--- src/rtl/extmem_arb.sv ---
// extmem_arb: two-port arbiter for a single external memory.
//
// An instruction-side (read-only) port and a data-side (read/write) port share
// one memory. Each transaction runs IDLE -> BUSY -> RESP. A grant latches the
// requester's fields into registers. Ties are resolved round-robin, and the data
// side wins the first tie after reset. In BUSY the memory is enabled until
// mem_done arrives or TIMEOUT cycles have passed. In RESP the granted side gets
// a one-cycle ack together with rdata and err.
//
// Ports:
//   ph1, reset                 clock, synchronous active-high reset
//   i_req, i_adr, i_ack        instruction-side request / address / ack pulse
//   d_req, d_adr, d_rwb,       data-side request and transaction fields
//   d_byteen, d_wdata, d_ack   (d_rwb: 1 = read), ack pulse
//   rdata, err                 shared response data and timeout flag
//   mem_adr, mem_byteen,       registered memory command
//   mem_rwb, mem_wdata
//   mem_en, mem_oe             memory enable, write-data bus drive enable
//   mem_rdata, mem_done        memory read data and completion strobe
module extmem_arb #(
    parameter int unsigned TIMEOUT = 15
) (
    input  logic        ph1,
    input  logic        reset,
    input  logic        i_req,
    input  logic [10:0] i_adr,
    output logic        i_ack,
    input  logic        d_req,
    input  logic [10:0] d_adr,
    input  logic        d_rwb,
    input  logic [3:0]  d_byteen,
    input  logic [31:0] d_wdata,
    output logic        d_ack,
    output logic [31:0] rdata,
    output logic        err,
    output logic [10:0] mem_adr,
    output logic [3:0]  mem_byteen,
    output logic        mem_rwb,
    output logic        mem_en,
    output logic [31:0] mem_wdata,
    output logic        mem_oe,
    input  logic [31:0] mem_rdata,
    input  logic        mem_done
);

    typedef enum logic [1:0] {IDLE, BUSY, RESP} state_e;

    localparam logic [7:0] CntLast = 8'(TIMEOUT - 1);

    state_e      r_state;
    state_e      w_state_nxt;
    logic        w_grant;
    logic        w_grant_d;
    logic        w_timeout;

    logic        r_gnt_d;    // current/last grant went to the data side
    logic        r_prio_d;   // data side wins the next tie
    logic [7:0]  r_cnt;
    logic [31:0] r_rdata;
    logic        r_err;
    logic [10:0] r_mem_adr;
    logic [3:0]  r_mem_byteen;
    logic        r_mem_rwb;
    logic [31:0] r_mem_wdata;

    assign w_timeout = (r_cnt == CntLast);

    always_comb begin
        w_state_nxt = r_state;
        w_grant     = 1'b0;
        w_grant_d   = 1'b0;
        unique case (r_state)
            IDLE: begin
                if (i_req || d_req) begin
                    w_grant     = 1'b1;
                    w_grant_d   = d_req && (!i_req || r_prio_d);
                    w_state_nxt = BUSY;
                end
            end
            BUSY: begin
                if (mem_done || w_timeout) begin
                    w_state_nxt = RESP;
                end
            end
            RESP: begin
                w_state_nxt = IDLE;
            end
            default: begin
                w_state_nxt = IDLE;
            end
        endcase
    end

    always_ff @(posedge ph1) begin
        if (reset) begin
            r_state      <= IDLE;
            r_gnt_d      <= 1'b0;
            r_prio_d     <= 1'b1;
            r_cnt        <= 8'd0;
            r_rdata      <= 32'd0;
            r_err        <= 1'b0;
            r_mem_adr    <= 11'd0;
            r_mem_byteen <= 4'd0;
            r_mem_rwb    <= 1'b1;
            r_mem_wdata  <= 32'd0;
        end else begin
            r_state <= w_state_nxt;
            if (w_grant) begin
                r_gnt_d  <= w_grant_d;
                r_prio_d <= !w_grant_d;
                r_cnt    <= 8'd0;
                if (w_grant_d) begin
                    r_mem_adr    <= d_adr;
                    r_mem_byteen <= d_byteen;
                    r_mem_rwb    <= d_rwb;
                    r_mem_wdata  <= d_wdata;
                end else begin
                    r_mem_adr    <= i_adr;
                    r_mem_byteen <= 4'b1111;
                    r_mem_rwb    <= 1'b1;
                end
            end
            if (r_state == BUSY) begin
                // A late mem_done in the final counted cycle still wins over timeout.
                if (mem_done) begin
                    r_rdata <= mem_rdata;
                    r_err   <= 1'b0;
                end else if (w_timeout) begin
                    r_rdata <= 32'd0;
                    r_err   <= 1'b1;
                end else begin
                    r_cnt <= r_cnt + 8'd1;
                end
            end
        end
    end

    assign i_ack      = (r_state == RESP) && !r_gnt_d;
    assign d_ack      = (r_state == RESP) && r_gnt_d;
    assign rdata      = r_rdata;
    assign err        = r_err;
    assign mem_adr    = r_mem_adr;
    assign mem_byteen = r_mem_byteen;
    assign mem_rwb    = r_mem_rwb;
    assign mem_wdata  = r_mem_wdata;
    assign mem_en     = (r_state == BUSY);
    assign mem_oe     = (r_state == BUSY) && !r_mem_rwb;

endmodule

--- config.mk ---
export PLATFORM = sky130hd
export DESIGN_NAME = extmem_arb
export DESIGN_NICKNAME = d
export VERILOG_FILES = /design/src/rtl/extmem_arb.sv
export SDC_FILE = /design/constraint.sdc
export NUM_CORES = 1
export LEC_CHECK = 0
export ABC_AREA = 1
export CAP_MARGIN = 15
export CORE_AREA = 2 2 91 102
export DETAILED_ROUTE_END_ITERATION = 10
export DIE_AREA = 0 0 93 104
export GPL_TIMING_DRIVEN = 0
export MAX_ROUTING_LAYER = met4
export PLACE_DENSITY_LB_ADDON = 0.3
export SETUP_SLACK_MARGIN = 0.2
export SYNTH_ARGS = -nofsm -noshare
export SYNTH_HDL_FRONTEND = slang
export SYNTH_SLANG_ARGS = --single-unit
export TNS_END_PERCENT = 100
--- constraint.sdc ---
create_clock -name ph1 -period 2.2 [get_ports ph1]
set_input_delay 0.44 -clock ph1 [delete_from_list [all_inputs] [get_ports ph1]]
set_output_delay 0.44 -clock ph1 [all_outputs]
set_load 0.01 [all_outputs]
After elaboration in Yosys (flattened, before gate mapping)
Index checks and enable logic that the tools add are counted.
Widths: inputs -> output; s select.
Cells by class
  add/sub/neg operators: 1
  equal/unequal tests: 5
  muxes and demuxes: 18
  reductions and logical operators: 16
Operator list (number)
  $mux 32: 2
  $mux 8: 4
  $mux 11: 1
  $add 8x1->8 const B: 1
  $eq 8x4->1 const B: 1
  $mux 1: 7
  $reduce_and 2->1: 3
  $logic_and 1x1->1: 4
  $logic_not 1->1: 4
  $mux 2: 2
  $mux 4: 1
  $pmux 2 s2: 1
  $logic_or 1x1->1: 3
  $eq 2x1->1 const B: 1
  $eq 2x2->1 const B: 1
  $logic_not 2->1: 1
  $ne 2x1->1 const B: 1
  $ne 2x2->1 const B: 1
  $reduce_bool 2->1: 1
Storage, ports and cells
  bits in registers: 93
  output and inout port bits: 85
  logic and storage cells: 50

Longest topological paths before layout
Gate-level depths: netlist of the first run.
  depth after elaboration: 7
  mapped depth: 9

Worst setup path before layout of the first run
Ideal clock, no wire load.
  path type: register -> register
  start: reg r_cnt[0]
  end: reg r_rdata[10] (netlist: rdata[10])
  setup time: 0.132 ns
  data arrival time: 1.182 ns
  path slack: 0.886 ns
  cell stages (with the launch flop): 9
  path buffers: 1
  path through: dfxtp_1 inv_1 ha_1 nand2_1 nor2_1 nand3_2 buf_4 nand3_1 a21oi_1
Between the ends
  cells in the longest elaborated chain, start to end: 3
Ends and longest elaborated chain
  start: declaration: line 58  | logic [7:0] r_cnt;
  start signal: assignment: line 132  | r_cnt <= r_cnt + 8'd1;
  $eq 8x4->1: line 66  | assign w_timeout = (r_cnt == CntLast);
  $reduce_bool 2->1 (no source line)
  $reduce_and 2->1 (no source line)
  end signal: assignment: line 126  | r_rdata <= mem_rdata;
  end: declaration: line 59  | logic [31:0] r_rdata;
Every way passes these cells.
A chain may end at the register's enable or synchronous reset.

Worst setup path in the final report of the first run
  start: reg r_state[1]
  end: out mem_oe
Between the ends
  cells in the longest elaborated chain, start to end: 2
Ends and longest elaborated chain
  start: declaration: line 50  | state_e r_state;
  start signal: assignment: line 107  | r_state <= w_state_nxt;
  $eq 2x1->1: line 147  | assign mem_oe = (r_state == BUSY) && !r_mem_rwb;
  $logic_and 1x1->1: line 147
  end: declaration: line 41  | output logic mem_oe,
Every way passes these cells.

==> results of run 1 <==
## cell type report
type                    instances  area, um2  area share
clock buffers                  11      151.4     0.02577
flip-flops and latches         93       1863      0.3171
plain buffers                  29      176.4     0.03003
inverters                      30      113.9     0.01938
well taps                     114      142.6     0.02428
repair buffers                180       1807      0.3075
multi-input cells             341       1563      0.2660
clock inverters                 5      58.81     0.01001
## worst register-to-register path, cell delays in order, from the launching register on
cell and delay, ps:
dfxtp_1 430, ha_1 210, nand2_1 60, nor2_1 180, nand3_2 210, buf_4 230
nand3_1 70, a21oi_1 70
## final timing paths
path	from	to	slack [ps]	cells after the start
worst max-delay path	r_state[1]$_SDFFE_PP0P_	mem_oe	270	4
worst min-delay path	err$_SDFFE_PP0P_	err$_SDFFE_PP0P_	450	2
worst max register to register	r_cnt[1]$_SDFF_PP0_	rdata[21]$_SDFFE_PP0P_	620	7
worst min register to register	err$_SDFFE_PP0P_	err$_SDFFE_PP0P_	450	2
## where the power goes
part,switching [W],internal [W],leakage [nW]
combinational,0.000395,0.000471,1.56
clock,0.000590,0.000587,0.102
sequential,0.0000669,0.00181,0.763
total,0.00105,0.00287,2.42
## registers in the layout, indices dropped and copies added (netlist names)
name and count:
r_gnt_d 1, mem_adr 11, mem_wdata 32, mem_rwb 1
r_state 2, err 1, rdata 32, mem_byteen 4
r_cnt 8, r_prio_d 1
## cell families after synthesis
group	after synthesis
buffers and inverters	59
AND/OR/NAND/NOR	251
AO/OA/AOI/OAI	88
flip-flops	93
adder cells (fa/ha/maj)	2
## synthesized netlist by cell type (all sizes together)
master	instances
a21oi	40
and3	1
buf	21
clkbuf	8
clkinv	1
dfxtp	93
ha	2
inv	29
nand2	92
nand3	65
nand3b	1
nand4	2
nor2	89
nor3	1
o21a	2
o21ai	44
o21bai	1
o22ai	1
## per-layer routing
| metal | wire, um | track usage |
|---|---|---|
| met2 | 5439 | 0.4006 |
| met1 | 4451 | 0.2731 |
| met3 | 844 | 0.04928 |
| met4 | 336 | 0.1008 |
| met5 | 0 | - |
## repair_timing
item / in CTS / in global routing
setup buffers: 0 / 0
setup endpoints to repair: 0 / 3
gates resized for setup: 0 / 3
## stage by stage
step | hold WS (ps) | util | std cells | setup WS, ps | power [W]
after global placement | 431.5 | 0.6544 | 787 | 146.6 | 0.002760
after global routing | 495.0 | 0.6794 | 803 | 200.1 | 0.004117
after CTS | 452.0 | 0.6787 | 803 | 205.0 | 0.003955
after floorplan | 449.1 | - | 493 | 885.6 | 0.002274
after detailed placement | 438.4 | 0.6544 | 787 | 109.3 | 0.002780
final | 450.7 | 0.6794 | 803 | 266.7 | 0.003919
==> out/metrics.yaml, run 1 <==
crit_buf_inv: 2
status: "finished clean"
synth_xor_area_frac: 0
antenna_found_initial: 0
drt_first_pass_iters: 6
placed_cell_area_um2: 5659
crit_path_max_incr_delay_ps: 550
max_freq_ghz: 0.5172
mostFrequentLayoutCells: "clkdlybuf4s50_1 (178), dfxtp_1 (92), nand2_1 (89)"
grt_max_degree: 16
netlist_top_cells_area: "dfxtp_1 (50%), nand2_1 (9.0%), nor2_1 (8.7%)"
final_nets: 782
synthAdderAreaFrac: 0.006736
die-width_um: 93
cp_slowest_cell: "clkdlybuf4s50_1"
die_y_um: 104
ir_worst_vdd_v: 0.0004125
fp-row-count: 36
insertion_delay_ps: 370
drt_iter0_drc: 197
io_pins: 181
cts_tree: "done"
tns_ps: 0
die_area_um2: 9672
finalHoldViolations: 0
drtAntennaViolNets: 0
nFillCells: 731
gp_congestion: 0.9448
crit_family: "buffers and inverters"
grt_first_pass_wirelength_um: 18070
clockBufferDepth: 2
finClkSkew_ps: 10.82
fin_crit_sh: 0.8788
layout-drive-gt1-share: 0.07547
synth_top_family_by_area: "simple AND/OR/NAND/NOR gates"
critPathLaunchType: "flop"
final_area_um2: 5876
yosys.area.top_type: "dfxtp_1"
final_common_cell: "clkdlybuf4s50_1"
start_util: 0.4295
port_buffers: 180
antenna_cells: 0
synth_nets: 591
slew_violations: 0
dp_hpwl_um: 8455
syn_area_um2: 3715
synth_top_area_frac: 0.5012
critPathArrivalTime_ps: 1490
hp-class: "reg -> reg"
cts_sinks: 93
powerDensity_nw_per_um2: 667.0
grt-ovfl-total: 0
path_cells: "inv_1 -> nand2_2 -> nor2_1 -> clkdlybuf4s50_1"
synth_seq_cells: 93
setup-violations-final: 0
rsz0062_at_grt: "no"
syn_inst: 493
area_growth_pct: 58.17
core-area_um2: 8648
muxShareOfSynthArea: 0
grt_pass1_vias: 3843
yosys_warnings: 0
numCtsBuffers: 9
crit_type: "reg -> out"
wl_um: 11070
p_leak_nw: 2.420
relSlewSlack: 0.6597
via_per_inst: 4.959
htree_levels: 3
synth_compound_area_frac: 0.1246
clockRootBuffer: "clkbuf_8"
crit_fanout: 3
tightest_slew_ps: 510.5
synth_cell_type_count: 29
hold_buffers: 0
track_usage: 0.2380
cap_violations: 0
routedWlPerCell_um: 13.79
avgSynthCellArea_um2: 7.535
vias: 3982
worstPathRequired_ps: 1760
clkTransAtPathRegs_ps: 90
ys_seq_area_frac: 0.5012
synth-simple-area-share: 0.2893
period_needed_ps: 1933
crit_path_end_kind: "output pin"
drc: 0
Note: power is estimated with default switching activity, not from simulation.
==> inputs of run 2 (changes only) <==
--- a/constraint.sdc
+++ b/constraint.sdc
@@ -3,2 +3,2 @@
 set_output_delay 0.44 -clock ph1 [all_outputs]
-set_load 0.01 [all_outputs]
+set_load 0.02 [all_outputs]
==> out/metrics.yaml, run 2 (same netlist as run 1, synthesis figures left out) <==
status: "finished clean"
finalHoldViolations: 0
clockRootBuffer: "clkbuf_8"
hp-class: "reg -> reg"
rsz0062_at_grt: "no"
crit_fanout: 3
p_leak_nw: 2.419
htree_levels: 3
clkPwrFrac: 0.293
fp-row-count: 36
placed_cell_area_um2: 5659
vias: 3969
drt_iter0_drc: 177
drc: 0
cap_violations: 0
critPathLaunchType: "flop"
area_growth_pct: 57.97
period_needed_ps: 1876
crit_family: "buffers and inverters"
antenna_found_initial: 0
tightest_slew_ps: 508.0
seqPwrFrac: 0.468
track_usage: 0.2366
crit_path_max_incr_delay_ps: 650
powerDensity_nw_per_um2: 682.3
ir_worst_vdd_v: 0.0004343
die-width_um: 93
grt_pass1_vias: 3847
whs_path_depth: 2
drtAntennaViolNets: 0
cts_tree: "done"
layout-drive-gt1-share: 0.07402
finClkSkew_ps: 10.06
final_area_um2: 5868
critPathArrivalTime_ps: 1440
routedWlPerCell_um: 13.77
io_pins: 181
crit_path_end_kind: "output pin"
fin_util: 0.6785
drt_first_pass_iters: 5
grt-ovfl-total: 0
tns_ps: 0
dp_hpwl_um: 8455
fin_crit_sh: 0.8528
cp.depth: 1
relSlewSlack: 0.6613
cp_slowest_cell: "clkdlybuf4s50_1"
hold_buffers: 0
start_util: 0.4295
wl_um: 11060
p_int_w: 0.002866
max_freq_ghz: 0.5330
path_cells: "clkdlybuf4s50_1"
placedCellCount: 787
via_per_inst: 4.943
setup-violations-final: 0
grt_max_degree: 16
worstPathRequired_ps: 1760
gp_congestion: 0.9448
share_comb_of_total_power: 0.239
power.total_w: 0.004004
die_y_um: 104
crit_buf_inv: 1
layout.cells.non_filler: 803
cts_sinks: 93
nFillCells: 732
grt_first_pass_wirelength_um: 18040
mostFrequentLayoutCells: "clkdlybuf4s50_1 (176), dfxtp_1 (93), nand2_1 (89)"
final_common_cell: "clkdlybuf4s50_1"
insertion_delay_ps: 360
antenna_cells: 0
clockBufferDepth: 2
die_area_um2: 9672
slew_violations: 0
port_buffers: 180
core-area_um2: 8648
crit_type: "reg -> out"
numCtsBuffers: 9
reg2reg_depth: 7
swShare: 0.2841
clkTransAtPathRegs_ps: 90
p_switching_w: 0.001138
final_nets: 782
run 2: final cells by class:
cell class | instances | area, um2 | share of cell area
plain buffers | 29 | 176.4 | 0.03006
clock buffers | 11 | 151.4 | 0.02580
clock inverters | 5 | 58.81 | 0.01002
inverters | 30 | 113.9 | 0.01940
multi-input cells | 341 | 1563 | 0.2663
flip-flops and latches | 93 | 1862 | 0.3173
well taps | 114 | 142.6 | 0.02431
repair buffers | 180 | 1800 | 0.3068
run 2: what timing repair did:
item / in CTS / in global routing
buffers inserted: 0 / 0
endpoints found under the setup margin: 3 / 1
gates resized for setup: 3 / 1
run 2: per-stage QoR:
| step | hold slack, ps | worst slack, ps |
|---|---|---|
| after floorplan | 449.1 | 884.8 |
| after global placement | 431.5 | 146.6 |
| after detailed placement | 438.4 | 109.3 |
| after CTS | 452.0 | 247.8 |
| after global routing | 495.0 | 304.6 |
| final | 450.4 | 323.8 |
run 2: worst paths after layout:
check                       start                endpoint  slack (ps)
max          mem_rwb$_SDFFE_PP1P_                 mem_rwb         320
min              err$_SDFFE_PP0P_        err$_SDFFE_PP0P_         450
max reg2reg   r_cnt[1]$_SDFF_PP0_  rdata[21]$_SDFFE_PP0P_         620
min reg2reg      err$_SDFFE_PP0P_        err$_SDFFE_PP0P_         450
run 2: worst min-delay path: cells and delay by family (launching register included):
kind            cells  cell delay, ps
flops               1             320
buf+inv             1              50
compound gates      1              50
run 2: power by group through the flow:
stage | logic [W] | clock network (W) | registers, W
floorplan | 0.000314 | 0 | 0.00205
global placement | 0.000943 | 0 | 0.00191
detailed placement | 0.000958 | 0 | 0.00191
CTS | 0.000961 | 0.00121 | 0.00188
global route | 0.00103 | 0.00128 | 0.00189
finish | 0.000955 | 0.00117 | 0.00188
run 2: per-layer routing:
layer | part of all wire | GRT usage | up-vias | wire, um
met1 | 0.41 | 0.2731 | 1792 | 4509
li1 | - | - | 1980 | -
met2 | 0.49 | 0.4006 | 168 | 5458
met3 | 0.069 | 0.04275 | 29 | 762
met5 | 0 | - | - | 0
met4 | 0.030 | 0.1008 | 0 | 329
==> inputs of run 3 (changes only) <==
- CELL_PAD_IN_SITES_DETAIL_PLACEMENT: not set -> 0
- CELL_PAD_IN_SITES_GLOBAL_PLACEMENT: not set -> 2
- CORE_AREA: 2 2 91 102 -> 2 2 125 139
- DIE_AREA: 0 0 93 104 -> 0 0 127 141
- SLEW_MARGIN: not set -> 0
==> out/metrics.yaml, run 3 (same netlist as run 1, synthesis figures left out) <==
relSlewSlack: 0.6188
clockRootBuffer: "clkbuf_16"
setup_ws_ps: 330.1
cts_sinks: 93
period_needed_ps: 1870
port_buffers: 180
worstPathRequired_ps: 1760
status: "finished clean"
crit_type: "reg -> out"
grt_max_degree: 17
max_freq_ghz: 0.5348
final_area_um2: 6072
hold_path_end: "err$_SDFFE_PP0P_"
placedCellCount: 881
ir_worst_vdd_v: 0.0002847
grt_first_pass_wirelength_um: 19540
antenna_cells: 0
via_per_inst: 4.294
numCtsBuffers: 9
fin_crit_sh: 0.8500
hold_buffers: 0
drt_first_pass_iters: 4
hp-class: "reg -> reg"
crit_path_end_kind: "output pin"
antenna_found_initial: 0
die-width_um: 127
layout-drive-gt1-share: 0.07402
crit_fanout: 3
layout.cells.non_filler: 897
grt-ovfl-total: 0
finalHoldViolations: 0
slew_violations: 0
hp-start: "err$_SDFFE_PP0P_"
final_common_cell: "clkdlybuf4s50_1"
area_growth_pct: 63.46
rr_startpoint: "r_cnt[0]$_SDFF_PP0_"
cts_tree: "done"
htree_levels: 3
routedWlPerCell_um: 13.82
die_y_um: 141
dp_hpwl_um: 9308
fp-row-count: 50
clockBufferDepth: 2
grt_pass1_vias: 3877
post_cts_resized: 4
drc: 0
rsz0062_at_grt: "no"
drtAntennaViolNets: 0
crit_family: "buffers and inverters"
drt_iter0_drc: 172
track_usage: 0.1417
finClkSkew_ps: 6.986
ff2ff_setup_slack_ps: 640
setup-violations-final: 0
reg2reg_depth: 8
wl_um: 12390
gp_congestion: 0.8070
clkTransAtPathRegs_ps: 70
crit_buf_inv: 1
io_pins: 181
tightest_slew_ps: 571.8
critPathLaunchType: "flop"
die_area_um2: 17910
final_nets: 782
vias: 3852
r2r_end: "rdata[17]$_SDFFE_PP0P_"
p_leak_nw: 2.454
path_cells: "clkdlybuf4s50_1"
preCtsSetupSlack_ps: -40.57
cap_violations: 0
placed_cell_area_um2: 5777
insertion_delay_ps: 350
crit_path_max_incr_delay_ps: 670
powerDensity_nw_per_um2: 727.6
cp_slowest_cell: "clkdlybuf4s50_1"
whs_path_depth: 2
mostFrequentLayoutCells: "clkdlybuf4s50_1 (176), dfxtp_1 (93), nand2_1 (89)"
whs_ps: 458.7
start_util: 0.2232
critPathArrivalTime_ps: 1430
post-cts-setup-buffers: 0
core-area_um2: 16640
crit_start: "mem_rwb$_SDFFE_PP1P_"
## run 3: cell type report
class,count,area (um2)
Multi-Input combinational cell,341,1563
Timing Repair Buffer,180,1797
Fill cell,1724,10570
Clock buffer,9,225.2
Buffer,29,176.4
Sequential cell,93,1862
Clock inverter,7,75.07
Inverter,30,113.9
Tap cell,208,260.3
## run 3: where the power goes
group | switching, W | total [W] | internal, W
Sequential | 0.0000691 | 0.00188 | 0.00181
Combinational | 0.000490 | 0.000960 | 0.000470
Clock | 0.000692 | 0.00158 | 0.000887
## run 3: worst max path at each step
stage                                    endpoint  slack (ps)  cells past startpoint
final                                     mem_rwb         330                      1
after global routing       rdata[24]$_SDFFE_PP0P_         230                      4
after CTS                                 mem_rwb         320                      1
after detailed placement   rdata[26]$_SDFFE_PP0P_         -40                      4
after global placement    r_state[0]$_SDFFE_PP0P_         -40                      4
after floorplan            rdata[10]$_SDFFE_PP0P_         880                      8
## run 3: per-layer routing
| metal | global-route usage | routed length [um] | up-vias |
|---|---|---|---|
| met2 | 0.2241 | 5591 | 148 |
| met3 | 0.03871 | 910 | 13 |
| met4 | 0.05552 | 192 | 0 |
| met5 | - | 0 | - |
| li1 | - | - | 1986 |
| met1 | 0.1719 | 5698 | 1705 |
## run 3: stage by stage
stage | total power, W | util | setup TNS (ps)
after global placement | 0.002884 | 0.3471 | -372.9
after CTS | 0.004516 | 0.3649 | 0
after global routing | 0.004666 | 0.3649 | 0
after floorplan | 0.002364 | - | 0
final | 0.004418 | 0.3649 | 0
after detailed placement | 0.002888 | 0.3471 | -333.9
